<file path="src/rtl/cnn_concat_sched.sv">
// cnn_concat_sched: drains NUM_IN branch FIFOs in fixed order into one registered stream per pixel.
module cnn_concat_sched #(
  parameter int NUM_IN     = 5,
  parameter int DATA_WIDTH = 32,
  parameter int CNT_WIDTH  = 16,
  parameter int SEL_WIDTH  = 3
) (
  input  logic                         clk,
  input  logic                         reset,
  input  logic                         start,
  input  logic [CNT_WIDTH-1:0]         cfg_seg_len,
  input  logic [CNT_WIDTH-1:0]         cfg_num_pix,
  input  logic [NUM_IN-1:0]            fifo_empty,
  input  logic [NUM_IN*DATA_WIDTH-1:0] fifo_dout,
  output logic [NUM_IN-1:0]            fifo_rd_en,
  output logic [DATA_WIDTH-1:0]        out,
  output logic                         valid_out,
  output logic [SEL_WIDTH-1:0]         cur_src,
  output logic                         busy,
  output logic                         done
);
  typedef enum logic [2:0] {IDLE, RUN, DRAIN1, DRAIN2, ZERO} state_t;
  localparam logic [SEL_WIDTH-1:0] SRC_LAST = SEL_WIDTH'(NUM_IN - 1);
  localparam logic [CNT_WIDTH-1:0] ONE = CNT_WIDTH'(1);
  state_t state_q, state_d;
  logic [CNT_WIDTH-1:0] seg_q, seg_d, np_q, np_d, word_q, word_d, pix_q, pix_d;
  logic [SEL_WIDTH-1:0] src_q, src_d, src_dly_q;
  logic rd_dly_q, valid_q;
  logic [DATA_WIDTH-1:0] out_q, out_d;
  logic rd, seg_end, src_last, pix_last, last;
  assign seg_end  = word_q == seg_q - ONE;
  assign src_last = src_q == SRC_LAST;
  assign pix_last = pix_q == np_q - ONE;
  assign last     = rd && seg_end && src_last && pix_last;
  always_ff @(posedge clk or negedge reset) begin
    if (!reset) begin
      state_q   <= IDLE;
      seg_q     <= '0;
      np_q      <= '0;
      word_q    <= '0;
      pix_q     <= '0;
      src_q     <= '0;
      src_dly_q <= '0;
      rd_dly_q  <= 1'b0;
      valid_q   <= 1'b0;
      out_q     <= '0;
    end else begin
      state_q   <= state_d;
      seg_q     <= seg_d;
      np_q      <= np_d;
      word_q    <= word_d;
      pix_q     <= pix_d;
      src_q     <= src_d;
      src_dly_q <= src_q;
      rd_dly_q  <= rd;
      valid_q   <= rd_dly_q;
      out_q     <= out_d;
    end
  end
  always_comb begin
    state_d = state_q;
    seg_d   = seg_q;
    np_d    = np_q;
    word_d  = word_q;
    pix_d   = pix_q;
    src_d   = src_q;
    case (state_q)
      IDLE: if (start) begin
        state_d = (cfg_seg_len != '0 && cfg_num_pix != '0) ? RUN : ZERO;
        seg_d   = cfg_seg_len;
        np_d    = cfg_num_pix;
        word_d  = '0;
        pix_d   = '0;
        src_d   = '0;
      end
      RUN: if (rd) begin
        word_d  = seg_end ? '0 : word_q + ONE;
        src_d   = seg_end ? (src_last ? '0 : src_q + SEL_WIDTH'(1)) : src_q;
        pix_d   = (seg_end && src_last) ? (pix_last ? '0 : pix_q + ONE) : pix_q;
        state_d = last ? DRAIN1 : RUN;
      end
      DRAIN1:  state_d = DRAIN2;
      DRAIN2:  state_d = IDLE;
      ZERO:    state_d = IDLE;
      default: state_d = IDLE;
    endcase
  end
  // Read strobe is combinational so a word can be taken every cycle the current FIFO has data.
  always_comb begin
    rd         = state_q == RUN && !fifo_empty[src_q];
    fifo_rd_en = rd ? NUM_IN'(1) << src_q : '0;
    busy       = state_q != IDLE;
    done       = state_q == DRAIN2 || state_q == ZERO;
    cur_src    = src_q;
    out_d      = rd_dly_q ? fifo_dout[src_dly_q*DATA_WIDTH +: DATA_WIDTH] : out_q;
    out        = out_q;
    valid_out  = valid_q;
  end
endmodule

</file>
<file path="config.mk">
export PLATFORM = sky130hd
export DESIGN_NAME = cnn_concat_sched
export DESIGN_NICKNAME = d
export VERILOG_FILES = /design/src/rtl/cnn_concat_sched.sv
export SDC_FILE = /design/constraint.sdc
export NUM_CORES = 1
export LEC_CHECK = 0
export ABC_CLOCK_PERIOD_IN_PS = 4200
export CAP_MARGIN = 40
export CORE_MARGIN = 3
export CORE_UTILIZATION = 40
export CTS_BUF_LIST = sky130_fd_sc_hd__clkbuf_16
export DETAILED_ROUTE_END_ITERATION = 7
export MAX_ROUTING_LAYER = met4
export PLACE_DENSITY = 0.73
export SETUP_SLACK_MARGIN = 0.15
export SLEW_MARGIN = 10
export SYNTH_ARGS = -nofsm -noshare
export SYNTH_HDL_FRONTEND = slang
export SYNTH_SLANG_ARGS = --single-unit
</file>
<file path="constraint.sdc">
create_clock -name clk -period 4.2 [get_ports clk]
set_clock_uncertainty 0.1 [all_clocks]
set_input_delay 0.63 -clock clk [delete_from_list [all_inputs] [get_ports clk]]
set_output_delay 0.63 -clock clk [all_outputs]
set_load 0.01 [all_outputs]
</file>
==> qor.csv <==
stage;metric;value;unit
synthesis;synth.cell_area;6820;sq um
route;wl;22.0;mm
global_route;met1_usage;29.9;%
cts;postCtsSetupBuffers;0;
setup_path;crit_chain;clkdlybuf4s50_1 -> mux4_2 -> a211oi_1 -> and3_1 -> clkdlybuf4s50_1;
synthesis;ys_seq_area_share;39.3;%
cts;clk_latency;0.36;ns
cts;h-tree-depth;3;
route;vias_per_cell;5.49;
global_route;grt_pass1_vias;6202;
die;die_area;18600;sq um
synthesis;synth_ff_type;dfrtp_1;
timing;setup_viol;0;
route;wl_per_cell;18.7;um
synthesis;ys_ff_latch;107;
setup_path;critical_path.top_delay_family;buffers and inverters;
setup_path;crit_buf_inv;2;
timing;setup_tns;0;ns
cts;postCtsHoldBufs;0;
setup_path;rrSetupSlack;0.80;ns
flow_run;maxCapViolations;0;
setup_path;cp.required;3.47;ns
global_route;antenna_found_initial;3;
timing;rsz0062_at_grt;no;
synthesis;synth_edf_count;0;
global_route;grt_busiest_layer;met2;
timing;worst_pin_slew;0.894;ns
route;vias;6465;
setup_path;end_kind;output port;
global_route;grt_max_degree;49;
route;firstDrtPassIters;5;
route;drtAntennaViolNets;0;
timing;period_minus_slack;3.72;ns
setup_path;worst_path_max_delay_cell;a211oi_1;
route;drc_errors;0;
global_route;gr-usage-met3;5.11;%
cts;cts_inserted_buffers;9;
place;routabilityCongestion;0.881;
setup_path;worstSetupPathType;in2out;
cts;cts_resized;0;
die;initial_core_util;41.0;%
global_route;use_met2;37.8;%
route;drtIter0Drc;455;
global_route;grt_overflow;0;
power_and_ir_drop;power.leakage;3.98;nW
cts;cts_tree;yes;
timing;holdWs;0.0852;ns
timing;final.period_utilization;88.5;%
status;outcome;complete, no violations;
setup_path;crit_path_max_fanout;7;
place;dp_hpwl;17.0;mm
die;core-area;16600;sq um
setup_path;cp_common_cell;clkdlybuf4s50_1;
cts;cts_max_path_buffers;2;
die;rows;47;
timing;hold_violations;0;
setup_path;start_kind;input port;
cts;cts.sinks;107;
die;fp.dieH;137;um
cts;root_buffer;clkbuf_16;
die;num_io_pins;243;
synthesis;ys_types;69;
setup_path;max_stage_delay;0.63;ns
cts;path_clk_slew;0.07;ns
timing;maxSlewHeadroom;40.1;%
worst_hold_path;hp-class;in2async;
finish;final.fill_count;1515;
synthesis;async_flop_share;100;%
global_route;grt_pass1_wl;33.2;mm
timing;clock.fmax;269;MHz
global_route;track_usage;23.6;%
finish;drive_gt1_share;8.28;%
synthesis;synthesis.nets;938;
synthesis;syn_inst;729;
synthesis;avgSynthCellArea;9.35;sq um
finish;nets;1158;
place;io_buffers;242;
power_and_ir_drop;max-vdd-ir-drop;0.403;mV
synthesis;ys_warn_count;0;
power_and_ir_drop;power_density;551;nW/um^2
setup_path;cp.arrival;2.99;ns
timing;slew_violations;0;
finish;area_growth;42.6;%
die;die_w;137;um
synthesized netlist by cell type, types with 4 or more instances:
cell,instances,area share [%]
a21o_1,4,0.44
a21oi_1,7,0.51
a221oi_1,32,4.1
a22o_1,9,1.2
and3_1,19,1.7
clkbuf_1,35,1.9
dfrtp_1,107,39
ha_1,9,1.7
inv_1,17,0.94
mux4_2,33,11
nand2_1,125,6.9
nand2b_1,4,0.37
nand3_1,19,1.4
nand4b_1,4,0.51
nor2_1,107,5.9
nor2b_1,7,0.64
nor3_1,15,1.1
nor4_1,17,1.6
o21ai_0,15,1.1
o22ai_1,15,1.4
or4_1,5,0.55
xnor2_1,35,4.5
xor2_1,20,2.6
where the power goes:
| group | internal [W] | leakage, nW | switching (W) |
|---|---|---|---|
| combinational | 0.00137 | 2.55 | 0.00130 |
| clock | 0.000407 | 0.127 | 0.000412 |
| sequential | 0.00142 | 1.30 | 0.000440 |
| total | 0.00320 | 3.98 | 0.00215 |
path summary, 6_finish.rpt:
| check | from | endpoint | depth (start not counted) |
|---|---|---|---|
| min | reset | seg_q[2]$_DFFE_PN0P_ | 1 |
| min in group clk | np_q[15]$_DFFE_PN0P_ | np_q[15]$_DFFE_PN0P_ | 2 |
| max reg2reg | seg_q[0]$_DFFE_PN0P_ | pix_q[0]$_DFFE_PN0P_ | 9 |
| min reg2reg | np_q[15]$_DFFE_PN0P_ | np_q[15]$_DFFE_PN0P_ | 2 |
| max in group asynchronous | reset | pix_q[4]$_DFFE_PN0P_ | 2 |
| max | fifo_empty[3] | fifo_rd_en[4] | 5 |
sequential cells by signal, indices dropped and copies added, names as in the netlist:
register,cells
out,32
np_q,16
pix_q,16
seg_q,16
word_q,16
cur_src,3
src_dly_q,3
state_q,3
rd_dly_q,1
valid_out,1
kinds of logic (layout without fill, tap and decap cells):
logic type      Yosys count  in the layout  synth area share (%)
other cells               0              3                     0
flops                   107            107                  39.3
xor+xnor                 55             55                  7.07
fa+ha+maj                 9              9                  1.65
mux                      35             35                  11.2
buf+inv                  62            287                  3.96
simple gates            352            352                  24.4
compound gates          109            109                  12.5
stage by stage:
stage	worst slack [ns]	util (%)	total power [W]	cells	instance area [sq um]
after floorplan	1.15	-	0.00347	729	6820
after global placement	0.577	56.4	0.00445	1156	9390
after detailed placement	0.510	56.7	0.00456	1158	9440
after CTS	0.500	58.4	0.00540	1174	9710
after global routing	0.397	58.4	0.00574	1177	9720
final	0.484	58.4	0.00535	1177	9720
cell usage in the layout (no fill, tap or decap), types with 17 or more instances in the layout:
cell	instances
a221oi_1	32
nand3_1	19
nor4_1	17
and3_1	19
clkdlybuf4s50_1	241
xnor2_1	35
nor2_1	107
mux4_2	33
dfrtp_1	106
inv_1	17
xor2_1	20
nand2_1	125
final cells by class:
class	count	area [sq um]	share of cell area, %
Inverter	17	63.8	0.656
Clock buffer	9	225	2.32
Sequential cell	107	2680	27.6
Timing Repair Buffer	254	2540	26.2
Antenna cell	3	7.51	0.0772
Tap cell	220	275	2.83
Clock inverter	7	52.6	0.541
Multi-Input combinational cell	560	3870	39.9
routing by layer:
layer | part of all wire [%] | up-vias
met5 | 0 | -
met4 | 2.9 | 0
met3 | 7.8 | 33
met2 | 47 | 240
met1 | 42 | 3113
li1 | - | 3079
Note: power is estimated with default switching activity, not from simulation.
